--- config.mk ---
export PLATFORM = sky130hd
export DESIGN_NAME = wb_queue
export DESIGN_NICKNAME = d
export VERILOG_FILES = /design/src/rtl/wb_queue.sv
export SDC_FILE = /design/constraint.sdc
export NUM_CORES = 1
export LEC_CHECK = 0
export CAP_MARGIN = 30
export CORE_UTILIZATION = 50
export DETAILED_ROUTE_END_ITERATION = 16
export GPL_TIMING_DRIVEN = 1
export PLACE_DENSITY = 0.76
export SYNTH_ARGS = -nofsm -noshare
export SYNTH_HDL_FRONTEND = slang
export SYNTH_SLANG_ARGS = --single-unit
--- constraint.sdc ---
create_clock -name clk -period 9.6 [get_ports clk]
set_clock_uncertainty 0.2 [all_clocks]
set_input_delay 2.4 -clock clk [delete_from_list [all_inputs] [get_ports clk]]
set_output_delay 2.4 -clock clk [all_outputs]
set_load 0.05 [all_outputs]
--- src/rtl/wb_queue.sv ---
// Writeback queue: merges ALU and LSU results into an in-order FIFO, drains one entry per
// cycle into the register file write port, and answers pending-write hazard queries.
module wb_queue #(
    parameter int unsigned DEPTH = 4,
    parameter int unsigned XLEN  = 32
) (
    input  logic                         clk,
    input  logic                         rst_n,
    input  logic                         alu_valid,
    output logic                         alu_ready,
    input  logic [4:0]                   alu_rd,
    input  logic [XLEN-1:0]              alu_data,
    input  logic                         lsu_valid,
    output logic                         lsu_ready,
    input  logic [4:0]                   lsu_rd,
    input  logic [XLEN-1:0]              lsu_data,
    output logic                         rf_we,
    output logic [4:0]                   rf_rd,
    output logic [XLEN-1:0]              rf_wdata,
    input  logic [4:0]                   q_rs1,
    input  logic [4:0]                   q_rs2,
    output logic                         q_hit1,
    output logic                         q_hit2,
    output logic [$clog2(DEPTH+1)-1:0]   count
);

    localparam int unsigned CW = $clog2(DEPTH + 1);
    localparam int unsigned PW = $clog2(DEPTH);
    localparam logic [CW-1:0] DepthCnt  = CW'(DEPTH);
    localparam logic [PW-1:0] LastPtr   = PW'(DEPTH - 1);
    localparam logic [PW:0]   DepthWrap = (PW + 1)'(DEPTH);

    logic [4:0]      mem_rd   [DEPTH];
    logic [XLEN-1:0] mem_data [DEPTH];

    logic [PW-1:0]   head_q, head_d;
    logic [PW-1:0]   tail_q, tail_d;
    logic [PW-1:0]   alu_slot;
    logic [CW-1:0]   count_q, count_d;
    logic [CW-1:0]   free;
    logic            rf_we_q;
    logic [4:0]      rf_rd_q;
    logic [XLEN-1:0] rf_wdata_q;

    logic            lsu_push, alu_push, pop;
    logic [DEPTH-1:0] occ;

    function automatic logic [PW-1:0] ptr_inc(input logic [PW-1:0] p);
        return (p == LastPtr) ? '0 : p + 1'b1;
    endfunction

    // Readiness looks only at the registered count; a same-cycle pop never frees a slot.
    always_comb begin
        free      = DepthCnt - count_q;
        lsu_ready = (free != '0);
        alu_ready = (free >= CW'(2)) | ((free == CW'(1)) & ~lsu_valid);
    end

    always_comb begin
        lsu_push = lsu_valid & lsu_ready & (lsu_rd != 5'd0);
        alu_push = alu_valid & alu_ready & (alu_rd != 5'd0);
        pop      = (count_q != '0);
        alu_slot = lsu_push ? ptr_inc(tail_q) : tail_q;
        tail_d   = alu_push ? ptr_inc(alu_slot) : alu_slot;
        head_d   = pop ? ptr_inc(head_q) : head_q;
        count_d  = count_q + CW'(lsu_push) + CW'(alu_push) - CW'(pop);
    end

    // Storage needs no reset: occupancy is tracked entirely by count_q.
    always_ff @(posedge clk) begin
        if (lsu_push) begin
            mem_rd[tail_q]   <= lsu_rd;
            mem_data[tail_q] <= lsu_data;
        end
        if (alu_push) begin
            mem_rd[alu_slot]   <= alu_rd;
            mem_data[alu_slot] <= alu_data;
        end
    end

    always_ff @(posedge clk or negedge rst_n) begin
        if (!rst_n) begin
            head_q     <= '0;
            tail_q     <= '0;
            count_q    <= '0;
            rf_we_q    <= 1'b0;
            rf_rd_q    <= '0;
            rf_wdata_q <= '0;
        end else begin
            head_q  <= head_d;
            tail_q  <= tail_d;
            count_q <= count_d;
            rf_we_q <= pop;
            if (pop) begin
                rf_rd_q    <= mem_rd[head_q];
                rf_wdata_q <= mem_data[head_q];
            end
        end
    end

    // Mark the count_q slots starting at head as occupied, wrapping modulo DEPTH.
    always_comb begin
        logic [PW:0] idx;
        occ = '0;
        idx = '0;
        for (int k = 0; k < DEPTH; k++) begin
            idx = {1'b0, head_q} + (PW + 1)'(k);
            if (idx >= DepthWrap) begin
                idx = idx - DepthWrap;
            end
            occ[idx[PW-1:0]] = (CW'(k) < count_q);
        end
    end

    always_comb begin
        q_hit1 = rf_we_q & (rf_rd_q == q_rs1);
        q_hit2 = rf_we_q & (rf_rd_q == q_rs2);
        for (int i = 0; i < DEPTH; i++) begin
            if (occ[i] && (mem_rd[i] == q_rs1)) begin
                q_hit1 = 1'b1;
            end
            if (occ[i] && (mem_rd[i] == q_rs2)) begin
                q_hit2 = 1'b1;
            end
        end
        q_hit1 = q_hit1 & (q_rs1 != 5'd0);
        q_hit2 = q_hit2 & (q_rs2 != 5'd0);
    end

    assign rf_we    = rf_we_q;
    assign rf_rd    = rf_rd_q;
    assign rf_wdata = rf_wdata_q;
    assign count    = count_q;

endmodule
==> out/results.txt, run 1 <==
The flow ran to the end, and the final reports show no timing, DRC or antenna violations. In this design, the largest share of critical-path delay is due to buffers and inverters. The fraction of met2 tracks used by global routing was 0.425; the fraction of final layout cells with drive strength greater than 1 was 0.287. For this design the ratio of total power to cell area is 358 nW/µm². The maximum buffer depth of the clock tree came out at 2.

The final critical path time including I/O delays and setup is 7.29 ns, and the antenna diode count is 0. The critical hold path startpoint is rf_wdata[12]$_DFFE_PN0N_. The worst-case IR drop observed on VDD is 0.000189 V.

The detailed router placed 6145 vias in this run. The largest single stage delay on the critical path is 0.83 ns. In this run the worst setup path begins at q_rs2[4].

The clock reaches the later pin of the worst-skew pair after 0.43 ns. In this run the mean area of a mapped cell was 14.8 µm². The tools report the post-detailed-route count of antenna-violating nets as 0.

The proportion of synthesized chip area in sequential cells is 0.537. The critical path contains buffers and inverters numbering 2 combined. Data required time at the worst endpoint: 7.00 ns. The region available for standard cell placement spans 20300 µm². The tools report the total leakage power as 4.68 nW. The wire length of the first global-routing pass is 37.2 mm. The number of warnings printed during yosys synthesis was 0; the detail-routed via count per cell was 5.60. The cell at the slowest stage of the critical path was clkdlybuf4s50_1.

Leaving out fill and tap cells, the most frequent cells in the layout are edfxtp_1, clkdlybuf4s50_1, nand2_1. The run gives 21300 µm² as the full die area. The number of placed I/O pins was 133; the mean routed wirelength per cell was 21.8 µm. The first routing iteration left 334 violations. The tools report the half-perimeter wire length of the detailed placement result as 14.8 mm. Overall routing resource usage: 0.235. The tightest min-delay check is of the reg2reg type. The number of input and output port buffers inserted came out at 132. The count of pins over their slew limit is 0.

The number of cells traversed by the worst register-to-register path was 13; the number of max-capacitance violations reported was 0. The run gives 6547 as the via count of the first global-routing pass. After detailed placement, the design holds a cell count of 1066. The congestion estimate from routability-driven global placement came to 0.890. The measured slew at the worst slew-check pin was 0.923 ns; the number of standard cells in the layout, taps in and fillers out was 1098. Number of enable-type register cells in the synthesized netlist: 148. The cell count after synthesis came out at 700.

The post-layout total power came out at 0.00446 W. The synthesized design contains 193 register bits. Data arrives at the worst endpoint at 4.69 ns.

The first TritonRoute pass finished after 7 iterations. Buffers inserted during clock tree synthesis total 17. Number of placement rows: 52.

The area share of the largest cell type after synthesis works out to 0.428. The met3 usage was 0.0469. The critical path in this run is classified as in2out. For this design the total switching power over the nets is 0.00176 W.

The run gives 23.9 mm as the sum of routed wire length over all layers. In this run the post-CTS setup repair buffer count came out at 0. The tree built by TritonCTS fans out to 193 sinks. The worst setup path is launched from an input port. The proportion of total power due to net switching is 0.394. The worst register-to-register path begins at count[0]$_DFF_PN0_. The hold buffer count at cts was 0; the logic depth of the worst path, buffers included was 7.

The destination of the worst register-to-register timing path is mem_data[3][22]$_DFFE_PP_. The total global routing overflow was 0. The highest-utilization routing layer at the global route stage was met2. Most numerous cell on the critical path: clkdlybuf4s50_1. Setup repair after global routing left no endpoint under its margin. The final count of hold timing violations is 0, and the number of antenna violations at the first check in global routing is 0. The synthesized design spends more area on one cell type than any other, namely edfxtp_1.

Leaving out fill and tap cells, the most frequent cell in the layout is edfxtp_1. For the maximum clock frequency, the log shows 137 MHz. In the final design database the tool counted 927 nets.

Traced cell by cell, the critical path runs through clkdlybuf4s50_1 > xnor2_1 > nand3_1 > nor4_1 > nor3_1 > a21oi_1 > clkdlybuf4s50_1. Summed over all failing endpoints, the final setup total negative slack is 0 ns. Measured along the y axis, the die boundary spans 146 µm. After synthesis the cells add up to 10400 µm².

Internal reg-to-reg setup slack: 5.28 ns. The largest net degree at the start of global routing was 46. Post-CTS repair changed the size of 0 cells.

The worst-case setup slack after placement was 2.31 ns; the portion of total power attributed to the clock network was 0.160. Final critical-path share of the clock period: 0.759. Synthesized netlist net count: 812. The cell at the root of the clock tree is clkbuf_16. The fraction of synthesis flops using an asynchronous set or reset pin was 0.233; the global routing met1 resource utilization was 0.289. The worst path meets setup with 2.31 ns of slack. The run gives 0.00270 W as the total internal power. The maximum fanout along the worst path is 6. STA classifies the critical path endpoint as an output pin. The initial core utilization was 0.511; the number of failing setup endpoints in the final timing report was 0. The max-slew headroom at the worst pin is 0.384. Among all flip-flop cells after synthesis, the most frequent one is edfxtp_1.

The run gives 39 as the number of different library cells in the post-synthesis netlist. Clock-pin slew of the registers on the worst-case setup and hold paths: 0.07 ns. The proportion of power drawn by flip-flops and latches came out at 0.354.

The logs give 0.486 for the fraction of power consumed by combinational cells and 4 for the depth of the CTS H-tree. Number of DRC violations after detailed routing: 0. The capture point of the critical path is q_hit2.

TritonCTS built the clock tree. The area added between synthesis and finish works out to 20.1%. Ranked by total cell area, the synthesized netlist is headed by edfxtp_1, mux2_4, dfrtp_1. In this run the horizontal extent of the chip is 146 µm.
metal layers:
layer	vias to the layer above	wire (µm)
met1	3133	9600
met4	0	270
met2	183	12700
li1	2803	-
met3	26	1340
met5	-	0
power groups by stage:
stage               clock network, W  logic [W]  registers (W)
finish                      0.000712    0.00217        0.00158
global route                0.000754    0.00232        0.00162
CTS                         0.000720    0.00220        0.00158
detailed placement                 0    0.00219        0.00160
global placement                   0    0.00205        0.00162
floorplan                          0    0.00129        0.00184
synth_stat cells (5+ instances only):
library cell / count
dfrtp_1: 45
nand2_1: 112
mux4_2: 37
mux2_4: 76
a21oi_1: 5
buf_2: 8
nor2_1: 5
buf_6: 8
nor4_1: 10
ha_1: 22
nand3_1: 9
edfxtp_1: 148
nor3_1: 6
inv_1: 16
mux2_2: 73
xnor2_1: 28
xor2_1: 24
clkbuf_1: 22
cell type report:
type,count,area [µm²]
timing repair buffer,140,1440
fill,1580,7840
inverter,16,60.1
clock buffer,18,429
tap,270,338
sequential,193,5570
multi-input combinational,447,4470
clock inverter,14,154
cells by family after synthesis:
group,share of synthesized area
xor+xnor,0.0439
simple gates,0.0683
mux,0.272
flops,0.537
fa+ha+maj,0.0304
compound gates,0.0160
buf+inv,0.0328
how the worst min path moves through the flow:
stage	to	slack, ns	cells past startpoint
after global routing	rf_wdata[20]$_DFFE_PN0N_	0.30	2
after detailed placement	rf_wdata[12]$_DFFE_PN0N_	0.26	2
final	rf_wdata[12]$_DFFE_PN0N_	0.27	2
after floorplan	rf_wdata[0]$_DFFE_PN0N_	0.43	3
after global placement	rf_wdata[18]$_DFFE_PN0N_	0.25	2
after CTS	rf_wdata[12]$_DFFE_PN0N_	0.27	2
worst reg2reg max path, cell delays in order, from the launching register on:
cell     delay [ns]
dfrtp_1        0.49
inv_1          0.17
ha_1           0.25
ha_1           0.19
nor2b_1        0.12
o21a_1         0.31
inv_1          0.18
nor3_1         0.24
a21oi_2        0.10
inv_1          0.10
ha_1           0.14
and2_4         0.66
a21o_2         0.59
buf_12         0.27
per-stage QoR:
step                hold slack, ns  cell area (µm²)  utilization
floorplan                    0.433            10400            -
global placement             0.252            11800        0.580
detailed placement           0.258            11900        0.585
CTS                          0.274            12500        0.614
global route                 0.296            12500        0.614
finish                       0.271            12500        0.614
registers in the layout, summed over array words and instances, names as in the netlist:
signal	flops
count	3
head_q	2
mem_data	128
mem_rd	20
rf_rd	5
rf_wdata	32
rf_we	1
tail_q	2
Note: power is estimated with default switching activity, not from simulation.
==> run 2: changes to the inputs <==
Clock period 9.6 ns to 7.6 ns, I/O delays scaled along.
==> out/results.txt, run 2 (synthesis results as in run 1) <==
TritonCTS built the clock tree. After filler insertion, the fill cell instance count of the layout stands at 1587. The data arrival at the endpoint of the critical path is 4.20 ns, and the number of max-capacitance violations reported is 0.

The number of buffer and inverter stages on the critical path was 2; the number of flip-flops under the largest register name was 128. The die covers 21300 µm². In this run the most used layer during global routing was met2. The fraction of power consumed by combinational cells is 0.491, and the number of placed I/O pins is 133. The tools report the depth of the CTS H-tree as 4. The internal portion of the total power is 0.00334 W.

The overall routing resource usage is 0.231. The post-detailed-route count of antenna-violating nets came out at 0. The accumulated negative setup slack was 0 ns; the total power divided by cell area was 448 nW/µm².

The global routing met1 resource utilization came out at 0.287. The worst min-delay path category is reg2reg. The count of pins over their slew limit was 0.

The tools report the cell at the root of the clock tree as clkbuf_16. The family with the most delay on the worst path is buffers and inverters. Once routing completed, OpenROAD measured the worst setup slack at 1.30 ns. For the pin with the worst max-slew slack, the measured transition is 0.908 ns. The most numerous cell on the critical path was clkdlybuf4s50_1. The hold buffer count at cts is 0, and the mean routed wirelength per cell is 21.4 µm. The largest single stage delay on the critical path is 0.82 ns. The number of antenna violations at the first check in global routing was 0; the initial core utilization was 0.511.

The die is 146 µm tall. Relative to the synthesized area, the layout overhead comes to 19.6%. For the iteration count of the initial detailed-routing pass, the log shows 4.

The first global-routing pass estimated 36.7 mm of wire. Detailed placement finished with a half-perimeter wire length of 14.8 mm. For the largest vdd supply drop, the log shows 0.000264 V. The logs give 0 for the number of DRC violations after detailed routing and 52 for the number of placement rows. Walking the worst path, the cells encountered are clkdlybuf4s50_1 > xnor2_1 > nand3_1 > nor4_1 > nor3_1 > a21oi_1 > clkdlybuf4s50_1. The worst setup path is launched from an input port.

In the layout the commonest cells are edfxtp_1, clkdlybuf4s50_1, nand2_1. STA classifies the critical path endpoint as an output pin. The proportion of power drawn by flip-flops and latches was 0.360; the fraction of final layout cells with drive strength greater than 1 was 0.287.

The detail-routed via count per cell came out at 5.57. Clock-pin slew was measured on the worst setup and hold paths at 0.07 ns. The worst setup path is of the in2out kind. The run gives 6119 as the via count of the routed design. Entering global routing, the biggest net connects 46 pins.

The run finished with clean final reports. The number of clock buffers inserted by TritonCTS was 17. The portion of total power attributed to the clock network is 0.149.

Routability congestion estimate from global placement: 0.895. The max-slew headroom at the worst pin was 0.394; the area of the core was 20300 µm². The proportion of total power due to net switching is 0.398.

After detailed routing, the total wire length is 23.5 mm. The analysis attributes to net switching a power of 0.00221 W. Data on the critical path is required at its endpoint by 5.50 ns. Setup repair after global routing left no endpoint under its margin.

For this run the aggregate overflow at the end of global routing stands at 0. From left edge to right edge, the die measures 146 µm. The via count of the first global-routing pass is 6541. In this run the static leakage power is 4.64 nW.

The clock drives 193 sinks. Counting flops per register, the top entry is mem_data. The final critical-path share of the clock period works out to 0.829. Number of failing setup endpoints in the final timing report: 0. The smallest clock period supported by the final layout is computed as 6.30 ns. The final count of hold timing violations was 0; the number of input and output port buffers inserted was 132. For the fraction of met2 tracks used by global routing, the log shows 0.417. The clock passes through at most 2 buffers.

In this run the post-CTS setup repair buffer count came out at 0. The worst-case setup slack after placement is 1.28 ns, and the later-pin clock latency in the skew report is 0.43 ns. The number of design-rule violations left by the first detailed-router iteration is 283, and the maximum clock frequency is 159 MHz.

The cell at the slowest stage of the critical path is clkdlybuf4s50_1. The final layout contains 927 nets. For the met3 usage, the log shows 0.0456. The maximum fanout along the worst path was 6; the number of gates resized after cts was 0. The library cell used most frequently in the layout, excluding fill and tap cells, is edfxtp_1.
-- run 2: changes by cell type in the layout (fill, tap and decap cells not counted) --
cell,before,now
clkinv_4,2,0
clkinvlp_4,2,6
buf_12,5,4
bufinv_16,2,0
buf_4,3,4
diode_2,0,1
-- run 2: per-stage QoR --
stage / area [µm²] / util / cells / hold WS, ns / total power [W]
2_1_floorplan: 10400 / - / 700 / 0.433 / 0.00394
4_1_cts: 12400 / 0.611 / 1098 / 0.279 / 0.00560
3_3_place_gp: 11800 / 0.581 / 1062 / 0.253 / 0.00464
3_5_place_dp: 11900 / 0.585 / 1066 / 0.262 / 0.00478
6_report: 12400 / 0.611 / 1099 / 0.273 / 0.00555
5_1_grt: 12400 / 0.611 / 1098 / 0.300 / 0.00585
-- run 2: layer usage --
layer / wire length [µm] / vias to the layer above
met3: 1060 / 26
met5: 0 / -
li1: - / 2810
met1: 9680 / 3108
met2: 12500 / 175
met4: 272 / 0
-- run 2: final cells by class --
| type | count | area, µm² | share of cell area |
|---|---|---|---|
| Tap cell | 270 | 338 | 0.0272 |
| Multi-Input combinational cell | 447 | 4470 | 0.360 |
| Sequential cell | 193 | 5570 | 0.449 |
| Clock buffer | 18 | 429 | 0.0346 |
| Timing Repair Buffer | 140 | 1430 | 0.115 |
| Antenna cell | 1 | 2.50 | 0.000202 |
| Inverter | 16 | 60.1 | 0.00484 |
| Clock inverter | 14 | 106 | 0.00857 |
-- run 2: tightest hold or removal path, cell delays in order (launching register included) --
cell and delay [ns]:
dfrtp_1 0.35, nand2_1 0.05, nand2_1 0.05
-- run 2: power groups by stage --
stage / logic (W) / clock network [W] / registers, W
finish: 0.00273 / 0.000825 / 0.00200
global placement: 0.00263 / 0 / 0.00201
floorplan: 0.00163 / 0 / 0.00232
detailed placement: 0.00275 / 0 / 0.00202
global route: 0.00292 / 0.000880 / 0.00204
CTS: 0.00276 / 0.000836 / 0.00200
-- run 2: final timing paths --
kind	from	end	slack [ns]	cells after the start
min in group asynchronous	rst_n	rf_wdata[30]$_DFFE_PN0N_	1.39	2
hold / removal	rf_wdata[11]$_DFFE_PN0N_	rf_wdata[11]$_DFFE_PN0N_	0.27	2
hold reg to reg	rf_wdata[11]$_DFFE_PN0N_	rf_wdata[11]$_DFFE_PN0N_	0.27	2
setup / recovery	q_rs2[4]	q_hit2	1.30	7
setup reg to reg	count[0]$_DFF_PN0_	mem_data[3][6]$_DFFE_PP_	3.48	13
max in group asynchronous	rst_n	head_q[1]$_DFFE_PN0N_	5.28	2
==> run 3: changes to the inputs <==
Settings changed: PLACE_DENSITY 0.76 to 0.79.
Clock period 7.6 ns to 5.1 ns, I/O delays scaled along.
==> out/results.txt, run 3 (synthesis results as in run 1) <==
The flow ran to the end, and the final reports show no timing, DRC or antenna violations. The data required time at the worst endpoint was 3.62 ns; the count of pins over their slew limit was 0. The floorplan die width was 146 µm. CTS built an H-tree with a depth of 4. Overall routing resource usage: 0.222. Launch point of the critical path: q_rs1[0]. The first global-routing pass estimated 35.3 mm of wire. Start-to-end type of the worst setup path: in2out.

Cell at the slowest stage of the critical path: clkdlybuf4s50_1. The logs give 193 for the clock sink count and 0 ns for the accumulated negative setup slack. Traced cell by cell, the critical path runs through clkdlybuf4s50_1 > xor2_1 > nor4_1 > a31oi_1 > a21oi_1 > buf_4.

The number of antenna violations at the first check in global routing was 0. The leading cell type in the layout, fill and taps excluded was edfxtp_1. For this design the ratio of total power to cell area is 669 nW/µm².

The design draws 0.00838 W. STA classifies the critical path startpoint as an input port. The number of flip-flops under the largest register name works out to 128. Using the TritonRoute via totals, the vias-per-cell ratio works out to 5.50.

The top cell types in the final layout, fill and taps aside, are edfxtp_1, clkdlybuf4s50_1, nand2_1. For the area of the core, the log shows 20300 µm². The area added between synthesis and finish is 20.8%. The final critical-path share of the clock period came out at 0.888. The largest vdd supply drop was 0.000343 V.

The root buffer cell chosen for the clock tree is clkbuf_16. Buffers inserted to repair hold after CTS numbered 0. The sum of routed wire length over all layers is 22.6 mm. Dividing the detail-routed wire length by the instance count gives 20.4 µm. The fraction of final layout cells with drive strength greater than 1 is 0.297, and the total global routing overflow is 0.

The routability congestion estimate from global placement came out at 0.859. The maximum fanout along the worst path came out at 6. Via count of the first global-routing pass: 6362.

The worst min-delay path category was reg2reg. Data on the critical path arrives at its endpoint at 3.06 ns. The final count of hold timing violations came out at 0.

The number of antenna diodes in the final layout is 0. The clock-pin slew of the registers on the worst-case setup and hold paths is 0.07 ns, and the number of gates resized after cts is 0. TritonCTS built the clock tree. Setup violations remaining at the end of the flow were counted as 0. Once the clock tree was built, the setup fixing pass inserted 0 buffers.

At the pin with the least slew margin, the transition time is 0.762 ns. The number of input and output port buffers inserted is 132, and the maximum clock frequency is 221 MHz. The number of clock buffers inserted by TritonCTS is 17.

The floorplan step defined a die boundary enclosing 21300 µm². The run gives 2 as the maximum buffer depth of the clock tree. For the number of max-capacitance violations reported, the log shows 0. The vertical extent of the die came out at 146 µm. The tools report the critical hold path startpoint as rf_wdata[20]$_DFFE_PN0N_. Setup repair after global routing left no endpoint under its margin. The max-slew headroom at the worst pin is 0.492, and the iteration count of the initial detailed-routing pass is 4. The number of buffers and inverters on the critical path is 2. The number of design-rule violations left by the first detailed-router iteration is 393. After legalization and detailed placement, the total HPWL measured 15.0 mm. The tools report the largest net degree at the start of global routing as 46. The minimum hold slack was 0.271 ns.

Largest register by flop count: mem_data. In the post-route analysis, the smallest setup slack over all paths is 0.570 ns. After floorplanning, the core was divided into 52 placement rows. Detailed routing inserted a total of 6093 vias.

The category of the worst setup path capture point was an output pin. Post-detailed-route count of antenna-violating nets: 0. The family with the most delay on the worst path is buffers and inverters. At the placement stage, the worst setup path has a slack of 0.477 ns. In this design, the stage delay of the slowest critical-path cell is 0.62 ns.

The run gives 0.44 ns as the later-pin clock latency in the skew report. The run gives 0.511 as the initial core utilization. The number of DRC violations after detailed routing is 0. The worst register-to-register path begins at count[0]$_DFF_PN0_. The number of placed I/O pins was 133; the total leakage power was 4.74 nW. The net count reported at finish was 936; the final critical path time including I/O delays and setup was 4.53 ns.
## run 3: final cells by class
class	count	area, µm²
clock inverter	13	166
tap	270	338
timing repair buffer	149	1490
fill	1558	7770
multi-input combinational	447	4470
clock buffer	19	433
sequential	193	5570
inverter	16	60.1
## run 3: worst register-to-register path: cells and delay by family (launching register included)
family / cells / cell delay, ns
adders and majority gates: 3 / 0.61
muxes: 1 / 0.43
DFF: 1 / 0.52
AOI/OAI and AO/OA: 2 / 0.36
buffers and inverters: 4 / 0.96
and+or+nand+nor: 3 / 0.47
## run 3: worst paths after layout
kind	slack, ns	depth (start not counted)	end
min in group asynchronous	0.75	2	rf_wdata[0]$_DFFE_PN0N_
hold / removal	0.27	2	rf_wdata[20]$_DFFE_PN0N_
setup reg to reg	1.32	13	mem_data[3][4]$_DFFE_PP_
max in group asynchronous	3.48	2	head_q[0]$_DFFE_PN0N_
hold reg to reg	0.27	2	rf_wdata[20]$_DFFE_PN0N_
setup / recovery	0.57	6	q_hit1
## run 3: report_power, final
part	switching [W]	internal, W	total, W
sequential	0.000346	0.00260	0.00295
combinational	0.00230	0.00177	0.00407
clock	0.000613	0.000745	0.00136
## run 3: per-stage QoR
stage / util / std cells / instance area [µm²]
final: 0.617 / 1107 / 12500
after global routing: 0.617 / 1107 / 12500
after CTS: 0.617 / 1107 / 12500
after detailed placement: 0.588 / 1075 / 11900
after global placement: 0.587 / 1074 / 11900
after floorplan: - / 700 / 10400
## run 3: metal layers
layer | wire, µm | global-route usage | vias to the layer above
met4 | 391 | 0.0755 | 0
met1 | 9690 | 0.284 | 3087
met2 | 11600 | 0.381 | 155
met3 | 945 | 0.0394 | 31
met5 | 0 | 0 | -
li1 | - | - | 2820
